[src/rtl/mem_stage_pkg.sv]
// Shared definitions for the MEM-stage multi-cycle memory interface:
// FSM state encoding and default parameter values.
package mem_stage_pkg;

  localparam int DEF_DW      = 16;
  localparam int DEF_AW      = 16;
  localparam int DEF_TIMEOUT = 255;

  typedef enum logic [1:0] {
    S_IDLE = 2'd0,
    S_REQ  = 2'd1,
    S_WAIT = 2'd2,
    S_DONE = 2'd3
  } state_t;

endpackage

[src/rtl/imm_fwd.sv]
// Immediate forwarding merge: replaces one half of the MEM immediate
// with the matching half of the WB immediate.
module imm_fwd #(
  parameter int DW = 16
) (
  input  logic [DW-1:0] imm_mem,
  input  logic [DW-1:0] imm_wb,
  input  logic          fwd,
  input  logic          ld_byte,
  output logic [DW-1:0] imm_out
);

  localparam int H = DW / 2;

  // ld_byte=1 is the low-half load, so the upper half comes from WB.
  always_comb begin
    imm_out = imm_mem;
    if (fwd) begin
      if (ld_byte) imm_out = {imm_wb[DW-1:H], imm_mem[H-1:0]};
      else         imm_out = {imm_mem[DW-1:H], imm_wb[H-1:0]};
    end
  end

endmodule

[src/rtl/mem_stage_mc.sv]
// MEM pipeline stage with a multi-cycle data-memory handshake, a WAIT
// timeout abort, pipeline stall generation and immediate forwarding.
module mem_stage_mc
  import mem_stage_pkg::*;
#(
  parameter int DW      = DEF_DW,
  parameter int AW      = DEF_AW,
  parameter int TIMEOUT = DEF_TIMEOUT
) (
  input  logic          clk,
  input  logic          rst,
  input  logic [AW-1:0] alu_out,
  input  logic [DW-1:0] RegData2,
  input  logic          MemOp,
  input  logic          MemWrite,
  input  logic          ForwardImm,
  input  logic          LdByte,
  input  logic [DW-1:0] imm_MEM,
  input  logic [DW-1:0] imm_WB,
  output logic          mem_req,
  output logic          mem_wr,
  output logic [AW-1:0] mem_addr,
  output logic [DW-1:0] mem_wdata,
  input  logic          mem_gnt,
  input  logic          mem_valid,
  input  logic [DW-1:0] mem_rdata,
  output logic [DW-1:0] mem_out,
  output logic [DW-1:0] imm_out,
  output logic          stall,
  output logic          mem_err,
  output state_t        state_dbg
);

  localparam int            CW   = $clog2(TIMEOUT + 1);
  localparam logic [CW-1:0] LAST = CW'(TIMEOUT - 1);

  state_t        state_q, state_d;
  logic [CW-1:0] cnt_q;
  logic          timed_out;

  assign state_dbg = state_q;

  // Handshake: mem_req stays high with mem_addr/mem_wdata/mem_wr stable
  // until a cycle where mem_gnt=1; the access then completes on the first
  // WAIT cycle with mem_valid=1. gnt/valid in any other state are ignored.
  always_comb begin
    state_d   = state_q;
    stall     = 1'b0;
    mem_req   = 1'b0;
    timed_out = 1'b0;
    case (state_q)
      S_IDLE: begin
        if (MemOp) begin
          stall   = 1'b1;
          state_d = S_REQ;
        end
      end
      S_REQ: begin
        stall   = 1'b1;
        mem_req = 1'b1;
        if (mem_gnt) state_d = S_WAIT;
      end
      S_WAIT: begin
        stall = 1'b1;
        // valid on the final allowed WAIT cycle still completes normally
        if (mem_valid) begin
          state_d = S_DONE;
        end else if (cnt_q == LAST) begin
          state_d   = S_DONE;
          timed_out = 1'b1;
        end
      end
      S_DONE:  state_d = S_IDLE;
      default: state_d = S_IDLE;
    endcase
  end

  always_ff @(posedge clk) begin
    if (rst) begin
      state_q   <= S_IDLE;
      mem_wr    <= 1'b0;
      mem_addr  <= '0;
      mem_wdata <= '0;
      mem_out   <= '0;
      mem_err   <= 1'b0;
      cnt_q     <= '0;
    end else begin
      state_q <= state_d;
      mem_err <= timed_out;
      if (state_q == S_IDLE && MemOp) begin
        mem_addr  <= alu_out;
        mem_wdata <= RegData2;
        mem_wr    <= MemWrite;
      end
      // Held at zero outside WAIT, so every WAIT entry starts from 0.
      if (state_q == S_WAIT) cnt_q <= cnt_q + CW'(1);
      else                   cnt_q <= '0;
      if (state_q == S_WAIT && mem_valid && !mem_wr) mem_out <= mem_rdata;
      else if (timed_out)                            mem_out <= '0;
    end
  end

  imm_fwd #(.DW(DW)) u_imm_fwd (
    .imm_mem (imm_MEM),
    .imm_wb  (imm_WB),
    .fwd     (ForwardImm),
    .ld_byte (LdByte),
    .imm_out (imm_out)
  );

endmodule

[config.mk]
export PLATFORM = sky130hd
export DESIGN_NAME = mem_stage_mc
export DESIGN_NICKNAME = d
export VERILOG_FILES = /design/src/rtl/mem_stage_pkg.sv /design/src/rtl/imm_fwd.sv /design/src/rtl/mem_stage_mc.sv
export SDC_FILE = /design/constraint.sdc
export NUM_CORES = 1
export LEC_CHECK = 0
export CAP_MARGIN = 20
export CORE_MARGIN = 2
export CORE_UTILIZATION = 30
export CTS_CLUSTER_SIZE = 16
export DETAILED_ROUTE_END_ITERATION = 8
export PLACE_DENSITY_LB_ADDON = 0.1
export SYNTH_ARGS = -nofsm -noshare
export SYNTH_HDL_FRONTEND = slang
export SYNTH_SLANG_ARGS = --single-unit
[constraint.sdc]
create_clock -name clk -period 2.2 [get_ports clk]
set_input_delay 0.55 -clock clk [delete_from_list [all_inputs] [get_ports clk]]
set_output_delay 0.55 -clock clk [all_outputs]
set_load 0.01 [all_outputs]
# Word-level counts from Yosys, hierarchy flattened
# Cells that the tools add are included.
[word_totals]
out_inout_bits = 70
in_bits = 88
word_cells = 40
register_bits = 60
[op_classes]
n_addsub = 1
n_reduce_logical = 9
bitwise_logic = 1
eq_ne = 7
mux = 15
[ops]
columns = ["cell", "n"]
rows = [
  ["16-bit two-way mux", 4],
  ["8-bit by 1-bit adder with 8-bit output, second input constant", 1],
  ["8-bit == test, second input constant", 1],
  ["2-bit two-way mux", 4],
  ["2-bit case mux with 4 select lines", 1],
  ["1-bit two-way mux", 5],
  ["2-bit == test, second input constant", 2],
  ["2-bit inequality test, second input constant", 2],
  ["2-bit OR reduction", 2],
  ["1-bit logical AND", 3],
  ["3-bit inequality test, second input constant", 1],
  ["3-bit AND reduction", 1],
  ["2-bit by 1-bit == test with 1-bit output, second input constant", 1],
  ["2-bit zero test", 1],
  ["1-bit case mux with 2 select lines", 1],
  ["2-bit nonzero test", 1],
  ["1-bit zero test", 1],
  ["1-bit NOT", 1],
]

# Logic depth before layout (Yosys ltp)
[logic_depth]
word_depth = 6
ltp_mapped = 7
depth_no_buf = 6

# Modules after synthesis
# A second synthesis with hierarchy kept.
[unflattened]
cells_unflattened = 264
area_unflattened_um2 = 2442.3
[modules_own_cells]
columns = ["module", "instances", "seq_area_each_um2", "area_each_um2", "cells_each"]
rows = [
  ["mem_stage_mc", 1, 1201.2, 2200.9, 245],
  ["imm_fwd", 1, 0.0, 241.5, 19],
]

# Least setup slack after synthesis
# OpenSTA, ideal clock, no wires.
[synth_timing]
kind = "reg-to-output"
from = "register state_q[0], in the netlist state_dbg[0]"
to = "output stall"
path_slack_ps = 194
required_time_ps = 1650
arrival_ps = 1456
stages_incl_launch_ff = 8
path_buffers = 2
path_cell_list = "dfxtp_1 inv_1 ha_1 and2_1 clkbuf_1 clkbuf_1 nor2_1 nor2_1"
[synth_between]
elab_chain_cells = 3
word_cells_on_any_way = 5
cone_classes = "eq/ne (2); mux (1); reduce/logical (2)"
[synth_lines]
columns = ["element", "line_no", "text"]
rows = [
  ["from (decl)", "mem_stage_mc.sv:37", "state_t state_q, state_d;"],
  ["from (signal assigned)", "mem_stage_mc.sv:88", "state_q <= state_d;"],
  ["2-bit == test or 2-bit by 1-bit == test with 1-bit output (tied branches)", "mem_stage_mc.sv:51", "case (state_q)"],
  ["2-bit OR reduction (no line)", "n/a", ""],
  ["1-bit case mux with 2 select lines *", "mem_stage_mc.sv:51", ""],
  ["to (decl)", "mem_stage_mc.sv:29", "output logic stall,"],
]
# Every way passes the cells marked *; elsewhere a longest branch is shown, timed or not.

# Worst setup path after layout
[layout_timing]
from = "input ForwardImm"
to = "output imm_out[11]"
[layout_between]
elab_chain_cells = 1
[layout_lines]
columns = ["element", "line_no", "text"]
rows = [
  ["from (decl)", "mem_stage_mc.sv:16", "input logic ForwardImm,"],
  ["16-bit two-way mux", "imm_fwd.sv:18", "if (fwd) begin"],
  ["to (decl)", "mem_stage_mc.sv:28", "output logic [DW-1:0] imm_out,"],
]
# Every way passes these cells.

==> run metrics <==
switching power 0.00120 W; status finished, final reports clean; first-pass GRT wire length 11,600 microns; number of synthesized flops with an enable pin 0; full die area between 8000 and 9000 sq um; CTS tree yes; Antenna diodes 0; P_leak 1.68 nW; Worst-Skew Late Latency between 0.3 and 0.4 ns; Avg WL per Cell 13.7 microns; cell count after synthesis 262; most frequent cells in the layout 138 x clkdlybuf4s50_1, 70 x nand2_1, 59 x dfxtp_1; post-layout min period 2.15 ns; setup repair after global routing missed its margin false; core area 7690 sq um; final hold violations 0; Setup CP Type in -> out; crit path capture type primary output; max_cap viols 0; gr ovfl total 0; vias in the first global route 2,328; Total Routing Usage GR 0.169; Hold EP mem_wdata[3]; Die W 93.0 microns; startpoint of the lowest-slack hold path mem_wdata[3]; post-synthesis register bit count 60; post-DP HPWL 5320 microns; reg2reg end mem_out[11]; # nets final 522; Initial Util 0.309; vias per cell 4.49; placer congestion estimate 0.721; sw frac 0.310; Seq/Total Area, Yosys 0.505; final period utilization 0.979; WP data required 1.65 ns; yosys synthesis warning count 0; Rows 32; DRT Wirelength around 7300 microns; Pwr Density 893 nW/um^2; clock sink total 60; Post-synth top flop dfxtp_1; Synth Net Count roughly 360; hold_ws 0.453 ns; port bufs 157; clock root cell clkbuf_8; final setup vio count 0; clock power share 0.282; Max Root-Sink Buffers 2; asr flop ratio synth 0; Avg Synthesized Cell Area 9.08 sq um; crit path max fanout 7; die height a little over 90 microns; crit path from ForwardImm; largest net degree at the start of global routing 35; TritonRoute pass-1 iters 4; Int Pwr 0.00267 W; Slew Viols, Final 0; Post-Syn Area 2380 sq um; Cells on Worst Hold Path 2; initial antenna violation count 0; cts bufs inserted 9; Worst Tran Pin Value 0.709 ns; clk_skew 0.00975 ns; combinational power share 0.367; VDD IR max between 0.4 and 0.5 mV; most common cell after layout, fill and taps aside clkdlybuf4s50_1; Max Clk Rate 465 MHz; Worst setup SP type primary input; Worst Reg-to-Reg Cells 5; share of cells above drive strength 1 0.127; relative max-transition margin 0.528; Cell Area, Placed 4080 sq um; reg2reg start state_dbg[0]; Seq pwr share 0.351; initial DRC count 56; Yosys cell types 30; # DRC 0; number of routed nets with antenna violations 0; Data arrival, critical path 1.60 ns; Hold Crit Class reg -> reg; IO Pins 158; H-tree depth 3; area grow syn2layout 82.2%; post-route cell area 4330 sq um; R2R Setup Slk roughly 0.56 ns; Clock transition at path regs approximately 0.070 ns; Vias 2,399
==> stage by stage <==
stage / std cells / setup WS (ns) / utilization / setup TNS [ns] / power (W)
global placement: 514 / -0.441 / 0.531 / -6.94 / 0.00281
floorplan: 262 / 0.194 / - / 0 / 0.00203
detailed placement: 514 / -0.466 / 0.531 / -7.32 / 0.00282
CTS: 534 / 0.0207 / 0.564 / 0 / 0.00392
finish: 534 / 0.0472 / 0.564 / 0 / 0.00387
global route: 534 / 0.00331 / 0.564 / 0 / 0.00414
==> cell usage after synthesis, types with 2 or more instances <==
library cell	count	area [sq um]
nor2_1	9	33.8
ha_1	7	87.6
inv_1	6	22.5
a21oi_1	35	175
o21ai_0	3	15.0
buf_2	2	10.0
xor2_1	4	35.0
a22o_1	16	140
nand2b_1	2	12.5
nand3_1	4	20.0
clkbuf_1	11	41.3
mux2_2	16	180
dfxtp_1	60	1200
nand2_1	71	267
==> cell type report <==
type,instances,area [sq um]
Sequential cell,60,1200
Fill cell,699,3350
Tap cell,102,128
Inverter,7,26.3
Multi-Input combinational cell,181,1110
Clock inverter,7,98.8
Timing Repair Buffer,168,1650
Clock buffer,9,124
==> layer usage <==
metal,GRT usage,share of wire,up-vias,wire length (microns)
met5,0,0,-,0
met4,0.0735,0.028,0,202
met3,0.0516,0.076,20,555
met2,0.261,0.45,103,3310
met1,0.220,0.45,1060,3270
li1,-,-,1216,-
==> power by group through the flow <==
stage	clock network, W	registers, W	logic [W]
after global placement	0	0.00138	0.00142
final	0.00109	0.00136	0.00142
after CTS	0.00114	0.00137	0.00141
after floorplan	0	0.00148	0.000553
after detailed placement	0	0.00139	0.00143
after global routing	0.00119	0.00138	0.00156
==> registers in the layout, indices dropped and copies added (netlist names) <==
name       flops
mem_out       16
mem_wdata     16
mem_err        1
mem_addr      16
mem_wr         1
cnt_q          8
state_dbg      2
==> critical path, cell delays in order <==
cell and delay (ns):
clkdlybuf4s15_2 0.22, nand2_4 0.11, buf_4 0.12, mux2_2 0.31, dlygate4sd2_1 0.28
==> kinds of logic after synthesis <==
kind of cell,after synthesis,share of synthesized area
AND/OR/NAND/NOR,94,0.166
multiplexers,16,0.0757
flip-flops,60,0.505
XOR/XNOR,5,0.0184
adder cells (fa/ha/maj),7,0.0368
AO/OA/AOI/OAI,59,0.160
buffers and inverters,21,0.0373
==> worst max path at each step <==
| stage | end | cells past startpoint |
|---|---|---|
| finish | imm_out[11] | 5 |
| global placement | imm_out[7] | 5 |
| detailed placement | imm_out[12] | 4 |
| floorplan | stall | 7 |
| CTS | imm_out[5] | 5 |
| global route | imm_out[11] | 5 |
==> what timing repair did <==
item | CTS | global route
setup buffers | 4 | 1
endpoints found under the hold margin | 0 | 0
hold buffers | 0 | 0
endpoints found under the setup margin | 17 | 9
pin swaps | 1 | 0
gates resized for setup | 28 | 2
No activity file was read; power rests on OpenSTA's default activity.
